<file path="src/rtl/de_stage_pkg.sv">
// Shared types and constants for the RV32I decode stage: latch layouts, op enum,
// opcode/funct encodings and a few op-class helpers.
package de_stage_pkg;

    localparam int DBITS     = 32;
    localparam int INSTBITS  = 32;
    localparam int REGNOBITS = 5;
    localparam int NUMREGS   = 32;

    localparam int FE_latch_WIDTH        = 129;
    localparam int DE_latch_WIDTH        = 237;
    localparam int from_AGEX_to_DE_WIDTH = 7;
    localparam int from_MEM_to_DE_WIDTH  = 6;
    localparam int from_WB_to_DE_WIDTH   = 38;

    typedef enum logic [5:0] {
        OP_INVALID = 6'd0,
        OP_ADD, OP_SUB, OP_SLL, OP_SLT, OP_SLTU, OP_XOR, OP_SRL, OP_SRA, OP_OR, OP_AND,
        OP_ADDI, OP_SLTI, OP_SLTIU, OP_XORI, OP_ORI, OP_ANDI, OP_SLLI, OP_SRLI, OP_SRAI,
        OP_LUI, OP_AUIPC, OP_JAL, OP_JALR,
        OP_BEQ, OP_BNE, OP_BLT, OP_BGE, OP_BLTU, OP_BGEU,
        OP_LW, OP_SW
    } op_e;

    localparam logic [6:0] OPC_OP     = 7'b0110011;
    localparam logic [6:0] OPC_OP_IMM = 7'b0010011;
    localparam logic [6:0] OPC_LUI    = 7'b0110111;
    localparam logic [6:0] OPC_AUIPC  = 7'b0010111;
    localparam logic [6:0] OPC_JAL    = 7'b1101111;
    localparam logic [6:0] OPC_JALR   = 7'b1100111;
    localparam logic [6:0] OPC_BRANCH = 7'b1100011;
    localparam logic [6:0] OPC_LOAD   = 7'b0000011;
    localparam logic [6:0] OPC_STORE  = 7'b0100011;

    localparam logic [2:0] F3_ADD  = 3'b000;
    localparam logic [2:0] F3_SLL  = 3'b001;
    localparam logic [2:0] F3_SLT  = 3'b010;
    localparam logic [2:0] F3_SLTU = 3'b011;
    localparam logic [2:0] F3_XOR  = 3'b100;
    localparam logic [2:0] F3_SR   = 3'b101;
    localparam logic [2:0] F3_OR   = 3'b110;
    localparam logic [2:0] F3_AND  = 3'b111;
    localparam logic [2:0] F3_BEQ  = 3'b000;
    localparam logic [2:0] F3_BNE  = 3'b001;
    localparam logic [2:0] F3_BLT  = 3'b100;
    localparam logic [2:0] F3_BGE  = 3'b101;
    localparam logic [2:0] F3_BLTU = 3'b110;
    localparam logic [2:0] F3_BGEU = 3'b111;
    localparam logic [2:0] F3_WORD = 3'b010;
    localparam logic [2:0] F3_JALR = 3'b000;

    localparam logic [6:0] F7_ZERO = 7'b0000000;
    localparam logic [6:0] F7_ALT  = 7'b0100000;

    typedef struct packed {
        logic                valid;
        logic [INSTBITS-1:0] inst;
        logic [DBITS-1:0]    pc;
        logic [DBITS-1:0]    pcplus;
        logic [DBITS-1:0]    inst_count;
    } fe_latch_t;

    typedef struct packed {
        logic                 br_mispred;
        logic                 wr_en;
        logic [REGNOBITS-1:0] rd;
    } agex_to_de_t;

    typedef struct packed {
        logic                 wr_en;
        logic [REGNOBITS-1:0] rd;
    } mem_to_de_t;

    typedef struct packed {
        logic                 wr_en;
        logic [REGNOBITS-1:0] rd;
        logic [DBITS-1:0]     data;
    } wb_to_de_t;

    typedef struct packed {
        logic                 valid;
        op_e                  op;
        logic [INSTBITS-1:0]  inst;
        logic [DBITS-1:0]     pc;
        logic [DBITS-1:0]     pcplus;
        logic [DBITS-1:0]     rs1_val;
        logic [DBITS-1:0]     rs2_val;
        logic [DBITS-1:0]     imm;
        logic [REGNOBITS-1:0] rd;
        logic                 wr_en;
        logic [DBITS-1:0]     inst_count;
    } de_latch_t;

    function automatic logic op_is_branch(input op_e op);
        return op inside {[OP_BEQ:OP_BGEU]};
    endfunction

    function automatic logic op_writes_rd(input op_e op);
        return (op != OP_INVALID) && !op_is_branch(op) && (op != OP_SW);
    endfunction

    function automatic logic op_uses_rs1(input op_e op);
        return (op != OP_INVALID) && !(op inside {OP_LUI, OP_AUIPC, OP_JAL});
    endfunction

    function automatic logic op_uses_rs2(input op_e op);
        return (op inside {[OP_ADD:OP_AND]}) || op_is_branch(op) || (op == OP_SW);
    endfunction

endpackage

</file>
<file path="src/rtl/de_stage_if.sv">
// Pipeline-side bundle of the decode stage: FE latch in, hazard/writeback
// feedback in, stall to fetch and DE latch out.
interface de_stage_if;
    import de_stage_pkg::*;

    fe_latch_t   fe_latch_in;
    agex_to_de_t from_AGEX_to_DE;
    mem_to_de_t  from_MEM_to_DE;
    wb_to_de_t   from_WB_to_DE;
    logic [0:0]  from_DE_to_FE;
    de_latch_t   DE_latch_out;

    // from_DE_to_FE[0] is the stall: when high, FE must hold its latch and the
    // DE latch carries a bubble; FE contents are consumed only on a cycle it is low.
    modport master (
        output fe_latch_in, from_AGEX_to_DE, from_MEM_to_DE, from_WB_to_DE,
        input  from_DE_to_FE, DE_latch_out
    );

    modport slave (
        input  fe_latch_in, from_AGEX_to_DE, from_MEM_to_DE, from_WB_to_DE,
        output from_DE_to_FE, DE_latch_out
    );
endinterface

</file>
<file path="src/rtl/de_regfile.sv">
// 32x32 architectural register file: async clear, x0 reads zero, and a
// write-first bypass so a WB write is visible to reads in the same cycle.
module de_regfile
    import de_stage_pkg::*;
(
    input  logic                 clk,
    input  logic                 reset,
    input  logic                 wr_en,
    input  logic [REGNOBITS-1:0] wr_rd,
    input  logic [DBITS-1:0]     wr_data,
    input  logic [REGNOBITS-1:0] rs1,
    input  logic [REGNOBITS-1:0] rs2,
    output logic [DBITS-1:0]     rs1_val,
    output logic [DBITS-1:0]     rs2_val
);

    logic [DBITS-1:0] regs [NUMREGS];
    logic             do_write;

    assign do_write = wr_en && (wr_rd != '0);

    always_ff @(posedge clk or posedge reset) begin
        if (reset) begin
            for (int i = 0; i < NUMREGS; i++) regs[i] <= '0;
        end else if (do_write) begin
            regs[wr_rd] <= wr_data;
        end
    end

    function automatic logic [DBITS-1:0] read_port(input logic [REGNOBITS-1:0] rs);
        if (rs == '0)                     return '0;
        else if (do_write && wr_rd == rs) return wr_data;
        else                              return regs[rs];
    endfunction

    assign rs1_val = read_port(rs1);
    assign rs2_val = read_port(rs2);

endmodule

</file>
<file path="src/rtl/de_stage.sv">
// RV32I decode stage: decodes the FE latch, builds the immediate, reads the
// register file, stalls fetch on AGEX/MEM RAW hazards and fills the DE latch.
module de_stage
    import de_stage_pkg::*;
(
    input  logic         clk,
    input  logic         reset,
    de_stage_if.slave    bus
);

    fe_latch_t            fe;
    logic [6:0]           opcode;
    logic [2:0]           f3;
    logic [6:0]           f7;
    logic [REGNOBITS-1:0] rs1, rs2, rd;
    op_e                  op;
    logic [DBITS-1:0]     imm;
    logic [DBITS-1:0]     rs1_val, rs2_val;
    logic                 use_rs1, use_rs2;
    logic                 hz_rs1, hz_rs2;
    logic                 stall;
    de_latch_t            decoded;
    de_latch_t            latch;

    assign fe     = bus.fe_latch_in;
    assign opcode = fe.inst[6:0];
    assign f3     = fe.inst[14:12];
    assign f7     = fe.inst[31:25];
    assign rs1    = fe.inst[19:15];
    assign rs2    = fe.inst[24:20];
    assign rd     = fe.inst[11:7];

    always_comb begin
        op = OP_INVALID;
        case (opcode)
            OPC_OP: begin
                case (f3)
                    F3_ADD:  op = (f7 == F7_ZERO) ? OP_ADD : (f7 == F7_ALT) ? OP_SUB : OP_INVALID;
                    F3_SLL:  if (f7 == F7_ZERO) op = OP_SLL;
                    F3_SLT:  if (f7 == F7_ZERO) op = OP_SLT;
                    F3_SLTU: if (f7 == F7_ZERO) op = OP_SLTU;
                    F3_XOR:  if (f7 == F7_ZERO) op = OP_XOR;
                    F3_SR:   op = (f7 == F7_ZERO) ? OP_SRL : (f7 == F7_ALT) ? OP_SRA : OP_INVALID;
                    F3_OR:   if (f7 == F7_ZERO) op = OP_OR;
                    F3_AND:  if (f7 == F7_ZERO) op = OP_AND;
                    default: op = OP_INVALID;
                endcase
            end
            OPC_OP_IMM: begin
                case (f3)
                    F3_ADD:  op = OP_ADDI;
                    F3_SLT:  op = OP_SLTI;
                    F3_SLTU: op = OP_SLTIU;
                    F3_XOR:  op = OP_XORI;
                    F3_OR:   op = OP_ORI;
                    F3_AND:  op = OP_ANDI;
                    F3_SLL:  if (f7 == F7_ZERO) op = OP_SLLI;
                    F3_SR:   op = (f7 == F7_ZERO) ? OP_SRLI : (f7 == F7_ALT) ? OP_SRAI : OP_INVALID;
                    default: op = OP_INVALID;
                endcase
            end
            OPC_LUI:   op = OP_LUI;
            OPC_AUIPC: op = OP_AUIPC;
            OPC_JAL:   op = OP_JAL;
            OPC_JALR:  if (f3 == F3_JALR) op = OP_JALR;
            OPC_BRANCH: begin
                case (f3)
                    F3_BEQ:  op = OP_BEQ;
                    F3_BNE:  op = OP_BNE;
                    F3_BLT:  op = OP_BLT;
                    F3_BGE:  op = OP_BGE;
                    F3_BLTU: op = OP_BLTU;
                    F3_BGEU: op = OP_BGEU;
                    default: op = OP_INVALID;
                endcase
            end
            OPC_LOAD:  if (f3 == F3_WORD) op = OP_LW;
            OPC_STORE: if (f3 == F3_WORD) op = OP_SW;
            default:   op = OP_INVALID;
        endcase
    end

    // Immediate format follows the major opcode; B and J come out with bit0 clear.
    always_comb begin
        imm = '0;
        case (opcode)
            OPC_OP_IMM, OPC_JALR, OPC_LOAD:
                imm = {{20{fe.inst[31]}}, fe.inst[31:20]};
            OPC_STORE:
                imm = {{20{fe.inst[31]}}, fe.inst[31:25], fe.inst[11:7]};
            OPC_BRANCH:
                imm = {{19{fe.inst[31]}}, fe.inst[31], fe.inst[7], fe.inst[30:25], fe.inst[11:8], 1'b0};
            OPC_LUI, OPC_AUIPC:
                imm = {fe.inst[31:12], 12'b0};
            OPC_JAL:
                imm = {{11{fe.inst[31]}}, fe.inst[31], fe.inst[19:12], fe.inst[20], fe.inst[30:21], 1'b0};
            default:
                imm = '0;
        endcase
    end

    de_regfile u_regfile (
        .clk     (clk),
        .reset   (reset),
        .wr_en   (bus.from_WB_to_DE.wr_en),
        .wr_rd   (bus.from_WB_to_DE.rd),
        .wr_data (bus.from_WB_to_DE.data),
        .rs1     (rs1),
        .rs2     (rs2),
        .rs1_val (rs1_val),
        .rs2_val (rs2_val)
    );

    // WB never appears here: the regfile bypass already delivers its value.
    assign use_rs1 = op_uses_rs1(op) && (rs1 != '0);
    assign use_rs2 = op_uses_rs2(op) && (rs2 != '0);
    assign hz_rs1  = use_rs1 &&
                     ((bus.from_AGEX_to_DE.wr_en && bus.from_AGEX_to_DE.rd == rs1) ||
                      (bus.from_MEM_to_DE.wr_en  && bus.from_MEM_to_DE.rd  == rs1));
    assign hz_rs2  = use_rs2 &&
                     ((bus.from_AGEX_to_DE.wr_en && bus.from_AGEX_to_DE.rd == rs2) ||
                      (bus.from_MEM_to_DE.wr_en  && bus.from_MEM_to_DE.rd  == rs2));
    assign stall   = fe.valid && !bus.from_AGEX_to_DE.br_mispred && (hz_rs1 || hz_rs2);

    always_comb begin
        decoded            = '0;
        decoded.valid      = fe.valid;
        decoded.op         = op;
        decoded.inst       = fe.inst;
        decoded.pc         = fe.pc;
        decoded.pcplus     = fe.pcplus;
        decoded.rs1_val    = rs1_val;
        decoded.rs2_val    = rs2_val;
        decoded.imm        = imm;
        decoded.rd         = rd;
        decoded.wr_en      = op_writes_rd(op) && (rd != '0);
        decoded.inst_count = fe.inst_count;
    end

    always_ff @(posedge clk or posedge reset) begin
        if (reset)
            latch <= '0;
        else if (bus.from_AGEX_to_DE.br_mispred || stall || !fe.valid)
            latch <= '0;
        else
            latch <= decoded;
    end

    assign bus.DE_latch_out     = latch;
    assign bus.from_DE_to_FE[0] = stall;

endmodule

</file>
<file path="src/flat_wrapper.sv">
// flat-port wrapper written by rule: the top's interface ports become plain ports
module de_stage_flat import de_stage_pkg::*;
  (clk, reset, bus_fe_latch_in, bus_from_AGEX_to_DE, bus_from_MEM_to_DE, bus_from_WB_to_DE, bus_from_DE_to_FE, bus_DE_latch_out);
  de_stage_if bus_i ();
  input  logic clk;
  input  logic reset;
  input wire logic [$bits(bus_i.fe_latch_in)-1:0] bus_fe_latch_in;
  input wire logic [$bits(bus_i.from_AGEX_to_DE)-1:0] bus_from_AGEX_to_DE;
  input wire logic [$bits(bus_i.from_MEM_to_DE)-1:0] bus_from_MEM_to_DE;
  input wire logic [$bits(bus_i.from_WB_to_DE)-1:0] bus_from_WB_to_DE;
  output wire logic [$bits(bus_i.from_DE_to_FE)-1:0] bus_from_DE_to_FE;
  output wire logic [$bits(bus_i.DE_latch_out)-1:0] bus_DE_latch_out;
  assign bus_i.fe_latch_in = bus_fe_latch_in;
  assign bus_i.from_AGEX_to_DE = bus_from_AGEX_to_DE;
  assign bus_i.from_MEM_to_DE = bus_from_MEM_to_DE;
  assign bus_i.from_WB_to_DE = bus_from_WB_to_DE;
  assign bus_from_DE_to_FE = bus_i.from_DE_to_FE;
  assign bus_DE_latch_out = bus_i.DE_latch_out;
  de_stage u_core (.clk(clk), .reset(reset), .bus(bus_i));
endmodule
</file>
<file path="config.mk">
export PLATFORM = sky130hd
export DESIGN_NAME = de_stage_flat
export DESIGN_NICKNAME = d
export VERILOG_FILES = /design/src/rtl/de_stage_pkg.sv /design/src/rtl/de_stage_if.sv /design/src/rtl/de_regfile.sv /design/src/rtl/de_stage.sv /design/src/flat_wrapper.sv
export SDC_FILE = /design/constraint.sdc
export NUM_CORES = 2
export LEC_CHECK = 0
export CORE_MARGIN = 1
export CORE_UTILIZATION = 54
export CTS_CLUSTER_SIZE = 28
export DETAILED_ROUTE_END_ITERATION = 6
export GPL_ROUTABILITY_DRIVEN = 1
export PLACE_DENSITY = 0.78
export RECOVER_POWER = 50
export SLEW_MARGIN = 20
export SYNTH_ARGS = -nofsm -noshare
export SYNTH_HDL_FRONTEND = slang
export SYNTH_HIERARCHICAL = 1
export SYNTH_SLANG_ARGS = --single-unit
</file>
<file path="constraint.sdc">
create_clock -name clk -period 36.2 [get_ports clk]
set_input_delay 7.24 -clock clk [delete_from_list [all_inputs] [get_ports clk]]
set_output_delay 7.24 -clock clk [all_outputs]
set_load 0.02 [all_outputs]
</file>
==> results.toml <==
[routing]
drt_iter0_drc = 5725
finalWirelength_mm = 209
wl_per_cell_um = 31.8
ant_nets = 0
dr.pass1.iters = 6
viasPerCell = 6.86
vias = 45100
drc = 0

[grt]
grt_use_met1_pct = 44.7
grt_overflow = 0
antenna_found_initial = 13
grt_pass1_wl_mm = 307
grt_max_degree = 155
grt-busiest-layer = "met2"
grt_pass1_vias = 45600
grt_usage_pct = 34.2
use_met3_pct = 8.93
grt_use_met2_pct = 52.0

[cells_and_area]
fin_cells = 6578
final_nets = 5049
syn_to_final_growth_pct = 13.6
fillers = 8918
drive_gt1_share_pct = 35.6

[floorplanning]
die_w_um = 349
die_h_um = 349
dieArea_um2 = 122000
start_util_pct = 54.7
core_area_um2 = 119000
io_pins = 420
rows = 126

[synthesis]
synth_top_area_share_pct = 48.4
synth_nets = 4891
netlist_top_cells_area = "dfrtp_1 (48%), mux2_2 (19%), mux4_2 (11%), mux2i_1 (4.8%), and2_1 (1.9%)"
ys.warnings.count = 6
synth.distinct_cells = 86
synth_edf_count = 0
ys_async_sr_fraction_pct = 100
netlist_area_um2 = 64900
synth.largest_area_cell = "dfrtp_1"
synth-seq-cells = 1255
synthCells = 4709
ys.flop_type = "dfrtp_1"
synth_area_per_cell_um2 = 13.8
ys_seq_area_share_pct = 48.4

[sta]
skew_ns = 0.0262
timing.final.crit_share_pct = 49.9
rsz0062_at_grt = "no"
maxSlewHeadroom_pct = -282
tightest_slew_ns = 5.73
hold_viol = 0
finalSetupTns_ns = 0
min_period_ns = 18.05
max_freq_ghz = 0.0554
final-setup-viol-count = 0
finalMaxSlewViolations = 1031

[power]
leakage_nw = 33.0
power_frac_seq_pct = 45.2
p_int_mw = 2.90
switchingPower_mw = 1.08
power_frac_comb_pct = 18.6
powerDensity_nw_per_um2 = 54.0
p_clk_share_pct = 36.2
fin_total_pwr_mw = 3.98
peakVddDrop_v = 0.0000485
switching_share_pct = 27.2

[setup_path]
cp.required_ns = 28.96
end_kind = "output pin"
critical_path_class = "primary input to output pin"
start_kind = "primary input"
critPathArrivalTime_ns = 10.81
cp_max_fo = 21

[cts]
cts_max_level = 4
clkLatencyLatePin_ns = 0.76
cts-hold-fix-buffers = 0
cts-root-buf = "clkbuf_16"
path_clk_slew_ns = 0.06
cts_buffer_depth = 3
cts_setup_buffers = 0
cts_tree = "yes"
clock-sinks = 1255
cts_resized = 0
cts_buffers = 136

[run_status]
violations = "capacitance limit, slew limit"
status = "complete, but fails checks"

[placed_design]
port_buffers = 418
gp_congestion = 0.911
hpwl_mm = 124
dp.cells = 6329

[job]
cap_violations = 32

[min_path]
hp-class = "flop to flop"
[path summary, 6_finish.rpt]
path,startpoint,slack (ns),cells past startpoint,end
setup / recovery,bus_fe_latch_in[110],18.15,9,bus_from_DE_to_FE
hold / removal,u_core/u_regfile/regs[1009],0.40,0,u_core/u_regfile/regs[1009]
setup reg to reg,u_core/u_regfile/regs[397],33.81,6,u_core/bus.DE_latch_out[83]
hold reg to reg,u_core/u_regfile/regs[1009],0.40,0,u_core/u_regfile/regs[1009]
max in group asynchronous,reset,20.31,6,u_core/u_regfile/regs[576]
min in group asynchronous,reset,8.69,2,u_core/bus.DE_latch_out[136]
[per-stage QoR]
stage / instance area (µm²) / hold slack [ns] / util, % / setup slack [ns]
6_report: 73700 / 0.395 / 62.1 / 18.15
2_1_floorplan: 64900 / 0.441 / - / 0.144
3_3_place_gp: 69300 / 0.377 / 58.5 / 18.27
4_1_cts: 73900 / 0.397 / 62.4 / 18.23
5_1_grt: 73700 / 0.410 / 62.1 / 17.98
3_5_place_dp: 69300 / 0.383 / 58.5 / 18.22
[metal layers]
metal / vias to the layer above / wire length, µm
met5: - / 277
met1: 23500 / 78800
met3: 750 / 22300
li1: 18000 / -
met4: 20 / 13200
met2: 2873 / 94600
[cell usage after synthesis (16+ instances only)]
cell,n
dfrtp_1,1255
mux2_2,1074
mux4_2,317
mux2i_1,312
and2_1,199
clkbuf_1,194
buf_2,125
a21oi_1,102
nor2_1,97
a221oi_1,68
o22ai_1,65
nor2b_1,61
a22oi_1,59
nor3_1,55
o21ai_0,55
nand2_1,53
buf_4,52
buf_6,50
buf_1,44
a2111oi_0,42
a211oi_1,33
mux2_1,31
o211ai_1,23
nand2b_1,22
nand3_1,20
clkbuf_2,19
xor2_1,19
a221o_1,18
a22o_1,18
a211o_1,16
[power by group through the flow]
| stage | clock network (mW) | registers (mW) | logic, mW |
|---|---|---|---|
| after floorplan | 0 | 1.77 | 0.554 |
| after global placement | 0 | 1.79 | 0.714 |
| after detailed placement | 0 | 1.81 | 0.734 |
| after CTS | 1.46 | 1.79 | 0.739 |
| after global routing | 1.51 | 1.82 | 0.785 |
| final | 1.44 | 1.80 | 0.740 |
[cell usage in the layout (no fill, tap or decap), types with 16 or more instances in the layout]
cell,n
a2111oi_0,42
a211o_1,16
a211oi_1,33
a21oi_1,102
a221o_1,18
a221oi_1,68
a22o_1,18
a22oi_1,59
and2_1,197
buf_4,82
clkbuf_1,38
clkbuf_16,139
clkbuf_8,33
clkdlybuf4s50_1,153
clkinv_2,16
dfrtp_1,1255
dlygate4sd3_1,242
mux2_1,32
mux2_2,1073
mux2i_1,312
mux4_2,317
nand2_1,52
nand2b_1,22
nand3_1,19
nor2_1,93
nor2b_1,56
nor3_1,56
o211ai_1,23
o21ai_0,54
o22ai_1,65
xor2_1,19
[state kept, by name, indices dropped and copies added (netlist names)]
signal                   count
u_core/u_regfile/regs     1024
u_core/bus.DE_latch_out    231
[critical path, cell delays in order]
cell and delay, ns:
clkdlybuf4s50_1 0.90, a21bo_2 0.29, a41oi_1 0.26, o32ai_1 0.14, a211oi_2 0.49, or4b_2 0.63
o2111ai_1 0.15, a21oi_1 0.11, clkdlybuf4s50_1 0.59
[cell type report]
cell class              count  area (µm²)  area share (%)
repair buffers            518        4900            6.65
flip-flops and latches   1255       31400            42.6
clock inverters            46         596           0.808
multi-input cells        2943       30700            41.6
clock buffers             197        4030            5.47
well taps                1600        2000            2.72
inverters                  13        51.3          0.0696
diodes                      6        15.0          0.0204
[cells by family after synthesis]
logic type      count (synthesis)  share of synthesized area (%)
mux                          1734                           35.0
xor+xnor                       31                          0.419
compound gates                576                           6.49
simple gates                  601                           5.29
buf+inv                       511                           4.39
other cells                     1                        0.00578
flops                        1255                           48.4
No activity file was read; power rests on OpenSTA's default activity.
